## src/rtl/timer_display_scan_pkg.sv

```systemverilog
// rtl/timer_display_scan_pkg.sv - shared timer display constants and scan state encoding
package timer_display_scan_pkg;

    typedef enum logic [1:0] {
        ST_IDLE  = 2'd0,
        ST_BLANK = 2'd1,
        ST_DRIVE = 2'd2
    } scan_state_t;

    // Active-low {g,f,e,d,c,b,a}
    localparam logic [6:0] SEG7_DASH  = 7'b0111111;
    localparam logic [6:0] SEG7_BLANK = 7'b1111111;

    // Entry k is the pattern for BCD digit k (entry 9 is the leftmost element)
    localparam logic [9:0][6:0] SEG7_TABLE = {
        7'b0010000, 7'b0000000, 7'b1111000, 7'b0000010, 7'b0010010,
        7'b0011001, 7'b0110000, 7'b0100100, 7'b1111001, 7'b1000000
    };

endpackage

```

## src/rtl/timer_display_scan_if.sv

```systemverilog
// rtl/timer_display_scan_if.sv - digit source and display pin bundle for the scan driver
interface timer_display_scan_if #(
    parameter int NUM_DIGITS = 4
);
    logic [4*NUM_DIGITS-1:0] digits_in;
    logic [NUM_DIGITS-1:0]   dp_mask;
    logic                    blank_lz;
    logic [NUM_DIGITS-1:0]   blink_en;
    logic [NUM_DIGITS-1:0]   an_n;
    logic [6:0]              seg_n;
    logic                    dp_n;
    logic                    frame_start;

    modport master (
        output digits_in, dp_mask, blank_lz, blink_en,
        input  an_n, seg_n, dp_n, frame_start
    );

    modport slave (
        input  digits_in, dp_mask, blank_lz, blink_en,
        output an_n, seg_n, dp_n, frame_start
    );
endinterface

```

## src/rtl/timer_display_scan_bcd_to_seg7.sv

```systemverilog
// rtl/timer_display_scan_bcd_to_seg7.sv - combinational BCD to active-low seven-segment decoder
module bcd_to_seg7
    import timer_display_scan_pkg::*;
(
    input  logic [3:0] i_bcd,
    output logic [6:0] o_seg_n
);

    // Non-decimal codes render as a dash so corrupt digit storage is visible
    always_comb begin
        if (i_bcd <= 4'd9) begin
            o_seg_n = SEG7_TABLE[i_bcd];
        end else begin
            o_seg_n = SEG7_DASH;
        end
    end

endmodule

```

## src/rtl/timer_display_scan.sv

```systemverilog
// rtl/timer_display_scan.sv - frame-snapshot multiplexed seven-segment scan driver
module timer_display_scan
    import timer_display_scan_pkg::*;
#(
    parameter int NUM_DIGITS   = 4,
    parameter int REFRESH_DIV  = 50000,
    parameter int BLANK_CYCLES = 8,
    parameter int BLINK_FRAMES = 64
) (
    input logic                clk,
    input logic                rst,
    timer_display_scan_if.slave bus
);

    localparam int CNT_MAX = (REFRESH_DIV > BLANK_CYCLES) ? REFRESH_DIV : BLANK_CYCLES;
    localparam int CNT_W   = $clog2(CNT_MAX) + 1;
    localparam int FRM_W   = $clog2(BLINK_FRAMES) + 1;
    localparam int IDX_W   = $clog2(NUM_DIGITS);

    scan_state_t             r_state;
    logic [IDX_W-1:0]        r_idx;
    logic [CNT_W-1:0]        r_cnt;
    logic [FRM_W-1:0]        r_frame;
    logic                    r_phase;
    logic [4*NUM_DIGITS-1:0] r_snap_digits;
    logic [NUM_DIGITS-1:0]   r_snap_dp;
    logic                    r_snap_lz;
    logic [NUM_DIGITS-1:0]   r_snap_blink;
    logic [NUM_DIGITS-1:0]   r_an_n;
    logic [6:0]              r_seg_n;
    logic                    r_dp_n;
    logic                    r_frame_start;

    logic [3:0]              w_digit;
    logic [6:0]              w_dec;
    logic [6:0]              w_seg;
    logic [NUM_DIGITS-1:0]   w_lz;
    logic                    w_zero_run;
    logic [NUM_DIGITS-1:0]   w_an_drive;
    logic                    w_last;

    assign w_digit = r_snap_digits[4*r_idx +: 4];

    bcd_to_seg7 u_dec (
        .i_bcd   (w_digit),
        .o_seg_n (w_dec)
    );

    // A digit is a leading zero when it and everything above it is zero; digit 0 always shows
    always_comb begin
        w_zero_run = 1'b1;
        w_lz       = '0;
        for (int i = NUM_DIGITS - 1; i >= 1; i--) begin
            w_zero_run = w_zero_run & (r_snap_digits[4*i +: 4] == 4'd0);
            w_lz[i]    = w_zero_run & r_snap_lz;
        end
    end

    assign w_seg      = w_lz[r_idx] ? SEG7_BLANK : w_dec;
    assign w_an_drive = (r_phase && r_snap_blink[r_idx]) ? '1
                      : ~(NUM_DIGITS'(1) << r_idx);
    assign w_last     = (r_idx == IDX_W'(NUM_DIGITS - 1));

    always_ff @(posedge clk or posedge rst) begin
        if (rst) begin
            r_state       <= ST_IDLE;
            r_idx         <= '0;
            r_cnt         <= '0;
            r_frame       <= '0;
            r_phase       <= 1'b0;
            r_snap_digits <= '0;
            r_snap_dp     <= '0;
            r_snap_lz     <= 1'b0;
            r_snap_blink  <= '0;
            r_an_n        <= '1;
            r_seg_n       <= SEG7_BLANK;
            r_dp_n        <= 1'b1;
            r_frame_start <= 1'b0;
        end else begin
            r_frame_start <= 1'b0;
            case (r_state)
                ST_IDLE: begin
                    r_snap_digits <= bus.digits_in;
                    r_snap_dp     <= bus.dp_mask;
                    r_snap_lz     <= bus.blank_lz;
                    r_snap_blink  <= bus.blink_en;
                    r_frame_start <= 1'b1;
                    r_idx         <= '0;
                    r_cnt         <= '0;
                    r_state       <= ST_BLANK;
                end
                ST_BLANK: begin
                    if (r_cnt == CNT_W'(BLANK_CYCLES - 1)) begin
                        r_cnt   <= '0;
                        r_state <= ST_DRIVE;
                        r_an_n  <= w_an_drive;
                        r_seg_n <= w_seg;
                        r_dp_n  <= ~r_snap_dp[r_idx];
                    end else begin
                        r_cnt <= r_cnt + CNT_W'(1);
                    end
                end
                ST_DRIVE: begin
                    if (r_cnt == CNT_W'(REFRESH_DIV - 1)) begin
                        r_cnt   <= '0;
                        r_state <= ST_BLANK;
                        r_an_n  <= '1;
                        r_seg_n <= SEG7_BLANK;
                        r_dp_n  <= 1'b1;
                        if (!w_last) begin
                            r_idx <= r_idx + IDX_W'(1);
                        end else begin
                            r_idx         <= '0;
                            r_snap_digits <= bus.digits_in;
                            r_snap_dp     <= bus.dp_mask;
                            r_snap_lz     <= bus.blank_lz;
                            r_snap_blink  <= bus.blink_en;
                            r_frame_start <= 1'b1;
                            if (r_frame == FRM_W'(BLINK_FRAMES - 1)) begin
                                r_frame <= '0;
                                r_phase <= ~r_phase;
                            end else begin
                                r_frame <= r_frame + FRM_W'(1);
                            end
                        end
                    end else begin
                        r_cnt <= r_cnt + CNT_W'(1);
                    end
                end
                default: r_state <= ST_IDLE;
            endcase
        end
    end

    assign bus.an_n        = r_an_n;
    assign bus.seg_n       = r_seg_n;
    assign bus.dp_n        = r_dp_n;
    assign bus.frame_start = r_frame_start;

endmodule

```

## src/flat_wrapper.sv

```systemverilog
// flat-port wrapper written by rule: the top's interface ports become plain ports
module timer_display_scan_flat import timer_display_scan_pkg::*;
#(
    parameter int NUM_DIGITS   = 4,
    parameter int REFRESH_DIV  = 50000,
    parameter int BLANK_CYCLES = 8,
    parameter int BLINK_FRAMES = 64
)
  (clk, rst, bus_digits_in, bus_dp_mask, bus_blank_lz, bus_blink_en, bus_an_n, bus_seg_n, bus_dp_n, bus_frame_start);
  timer_display_scan_if #(.NUM_DIGITS(NUM_DIGITS)) bus_i ();
  input logic clk;
  input logic rst;
  input wire logic [$bits(bus_i.digits_in)-1:0] bus_digits_in;
  input wire logic [$bits(bus_i.dp_mask)-1:0] bus_dp_mask;
  input wire logic [$bits(bus_i.blank_lz)-1:0] bus_blank_lz;
  input wire logic [$bits(bus_i.blink_en)-1:0] bus_blink_en;
  output wire logic [$bits(bus_i.an_n)-1:0] bus_an_n;
  output wire logic [$bits(bus_i.seg_n)-1:0] bus_seg_n;
  output wire logic [$bits(bus_i.dp_n)-1:0] bus_dp_n;
  output wire logic [$bits(bus_i.frame_start)-1:0] bus_frame_start;
  assign bus_i.digits_in = bus_digits_in;
  assign bus_i.dp_mask = bus_dp_mask;
  assign bus_i.blank_lz = bus_blank_lz;
  assign bus_i.blink_en = bus_blink_en;
  assign bus_an_n = bus_i.an_n;
  assign bus_seg_n = bus_i.seg_n;
  assign bus_dp_n = bus_i.dp_n;
  assign bus_frame_start = bus_i.frame_start;
  timer_display_scan #(.NUM_DIGITS(NUM_DIGITS), .REFRESH_DIV(REFRESH_DIV), .BLANK_CYCLES(BLANK_CYCLES), .BLINK_FRAMES(BLINK_FRAMES)) u_core (.clk(clk), .rst(rst), .bus(bus_i));
endmodule
```

## config.mk

```make
export PLATFORM = sky130hd
export DESIGN_NAME = timer_display_scan_flat
export DESIGN_NICKNAME = d
export VERILOG_FILES = /design/src/rtl/timer_display_scan_pkg.sv /design/src/rtl/timer_display_scan_if.sv /design/src/rtl/timer_display_scan_bcd_to_seg7.sv /design/src/rtl/timer_display_scan.sv /design/src/flat_wrapper.sv
export SDC_FILE = /design/constraint.sdc
export NUM_CORES = 1
export LEC_CHECK = 0
export BUFFER_PORTS_ARGS = -buffer_cell sky130_fd_sc_hd__buf_2
export CAP_MARGIN = 20
export CORE_AREA = 2 2 78 80
export DETAILED_ROUTE_END_ITERATION = 8
export DIE_AREA = 0 0 80 82
export PLACE_DENSITY_LB_ADDON = 0.12
export SETUP_SLACK_MARGIN = 0.15
export SLEW_MARGIN = 5
export SYNTH_ARGS = -nofsm -noshare
export SYNTH_HDL_FRONTEND = slang
export SYNTH_SLANG_ARGS = --single-unit
```

## constraint.sdc

```tcl
create_clock -name clk -period 3.89 [get_ports clk]
set_input_delay 0.1945 -clock clk [delete_from_list [all_inputs] [get_ports clk]]
set_output_delay 0.1945 -clock clk [all_outputs]
set_load 0.01 [all_outputs]
```

==> results.md <==
* Outcome: finished with violations
* Failing checks: hold timing
* Post-CTS sizing at 0
* Setup crit end kind: register
* Asr flop ratio synth at 100.0%
* CORE AREA at roughly 5700 um^2
* Post-Synthesis Cell Area at between 3000 and 4000 um^2
* CTS root buffer: clkbuf_8
* Crit Path Class: reg -> reg
* Tmin final at around 2900 ps
* Maximum vdd drop at roughly 0.26 mV
* Total gr overflow at 0
* Worst path arrival time at between 3000 and 4000 ps
* Worst skew pair latency at between 300 and 400 ps
* Diode count at 0
* Initial antenna violation count at 0
* # fillers at 459
* Area growth syn-to-layout at 13.97%
* Hold-fix buffers at CTS at 0
* Post-DR vias/cell at 5.675
* R2r setup slk at roughly 960 ps
* Post-CTS Setup Repair Bufs at 0
* Synth area leaders: dfrtp_1 (40%), dfstp_2 (9.3%), mux2_2 (8.6%)
* Die area at 6560 um^2
* Fin cells at between 400 and 500
* Max-cap violations at 0
* Headroom to the max-slew limit at between 40% and 50%
* Sequential cell area fraction in the yosys report at between 40 and 50%
* Clock skew at between 5 and 6 ps
* Hold Violations, Final at 15
* First-pass GRT wire length at 11230 um
* Area fraction of the dominant cell type after synthesis at 40.43%
* Total number of vias at roughly 2400
* Setup_tns at 0 ps
* Syn nets at 343
* Longest Clk Path Bufs at 2
* Critical Path RT at ~4100 ps
* Power Dens Cells at between 300 and 400 nW/um^2
* Die height at roughly 82 um
* Initial Util at 59.26%
* Total track usage at a little under a quarter
* Layout cells sized above 1 at between 30% and 40%
* Row count at 28
* Top FF cell, synth: dfrtp_1
* Area of the multi-input gates at 1630 um^2
* Register Area at ~1700 um^2
* Post-synth EDFFs at 0
* DRC at 0
* Iteration-0 DRC Markers at between 50 and 60
* Count leader, synth: dfrtp_1
* Synth unique cells at 46
* Worst Reg-to-Reg Cells at 6
* IO Pins at 40
* Leakage dissipation at 1.747 nW
* Vias in the first global route at ~2400
* First-pass DRT Iterations at 4
* Max FO, Critical Path at 25
* Post-Syn Instances at 300
* Placer Congestion at between 0.8 and 0.9
* Avg Inst Size Synth at between 10 and 15 um^2
* Post-route ant nets at 0
* DP HPWL at 4464 um
* RSZ-0062 raised after global routing: false
* Number of synthesized register bits at 67
* Clk sinks at 67
* R2r startpoint: u_core.r_cnt[11]
* Placed cell count at between 400 and 500
* Yosys warns at 0
* FF-to-FF End: u_core.r_snap_digits[9]
* Die X-Extent at about 80 um
* Hold WC Path Type: in -> async
* Slew Limit Fails at 0
* CTS tree: yes
* Final setup vio count at 0
* Synth top cells by count: dfrtp_1 (55), nor2_1 (39), mux2_2 (26)
* Max Freq at around 340 MHz
* Hold Slack at -11.49 ps
* # H-tree levels at 3
* Actual slew at the worst max-slew pin at 764.9 ps
* Worst setup SP type: register
* CTS buffer count at 9
* Clock transition at path regs at about 70 ps
* Layout net count at around 390
* WL final at around 6500 um
* Pin count of the biggest net entering global routing at 38
* Avg WL per Cell at about 15 um
* Synth area leader: dfrtp_1
* PortBufs at 39
* Tcrit/Tclk final at about three quarters
[cell type report]
type,instances,share of cell area [%]
Multi-Input combinational cell,213,42.02
Timing Repair Buffer,41,5.418
Sequential cell,67,43.60
Tap cell,75,2.419
Inverter,10,0.9674
Clock buffer,15,4.805
Clock inverter,1,0.7739
[flip-flops by register name, indices dropped and copies added (netlist names)]
name                    count
u_core.r_state              2
u_core.r_idx                2
u_core.bus.seg_n            7
u_core.bus.dp_n             1
u_core.r_snap_lz            1
u_core.bus.frame_start      1
u_core.r_snap_dp            4
u_core.r_phase              1
u_core.r_frame              7
u_core.r_snap_blink         4
u_core.r_snap_digits       16
u_core.bus.an_n             4
u_core.r_cnt               17
[report_power, final]
| group | switching, mW | internal (mW) | total, mW |
|---|---|---|---|
| sequential | 0.0128 | 0.722 | 0.735 |
| combinational | 0.0399 | 0.0369 | 0.0768 |
| clock | 0.252 | 0.367 | 0.619 |
[cells by family after synthesis]
kind of cell             after synthesis  share of synthesized area [%]
adder cells (fa/ha/maj)               16                          5.880
flip-flops                            67                          49.69
AND/OR/NAND/NOR                      107                          16.69
buffers and inverters                 20                          2.426
multiplexers                          35                          13.45
AO/OA/AOI/OAI                         37                          7.240
XOR/XNOR                              18                          4.631
[worst max-delay path: stages (launching register included)]
cell and delay [ps]:
dfrtp_1 410, or4_4 580, nor4_4 490, nand3_1 420, nand2_1 190, buf_4 340
mux2_2 380
[how the worst max path moves through the flow]
stage | start | endpoint | slack, ps | cells after the start
finish | u_core.r_cnt[11] | u_core.r_snap_digits[9] | 960 | 6
global route | u_core.r_cnt[11] | u_core.r_snap_lz | 810 | 6
CTS | u_core.r_cnt[11] | u_core.r_snap_dp[3] | 960 | 6
detailed placement | u_core.r_cnt[11] | u_core.r_snap_dp[3] | 1010 | 6
global placement | u_core.r_cnt[11] | u_core.r_snap_digits[12] | 1040 | 6
floorplan | u_core.r_cnt[11] | u_core.r_snap_blink[0] | 1510 | 6
[per-layer routing]
metal,GRT usage [%],wire [um]
met1,32.34,3351
met2,33.67,2777
met5,0,0
met3,4.835,218
met4,10.17,125
[cells in the final DEF, fill, tap and decap left out, types with 4 or more instances in the layout]
cell type	count
dfrtp_1	55
nor2_1	39
buf_2	39
mux2_2	26
nand2_1	19
ha_1	16
clkbuf_8	13
dfstp_2	12
nand3_1	10
xnor2_1	10
inv_1	9
o21ai_0	9
a21oi_1	8
xor2_1	8
nand4_1	7
a31oi_1	7
mux4_2	6
nor3_1	4
a21o_1	4
[through the flow]
step	power (mW)	utilization [%]	cell area, um^2	setup WS [ps]
2_1_floorplan	0.7910	-	3405	1510
3_3_place_gp	0.8229	63.76	3664	1039
3_5_place_dp	0.8259	63.76	3664	1008
4_1_cts	1.446	67.53	3880	959.8
5_1_grt	1.482	67.53	3880	809.3
6_report	1.431	67.53	3880	961.0
(Power assumes the default switching activity.)
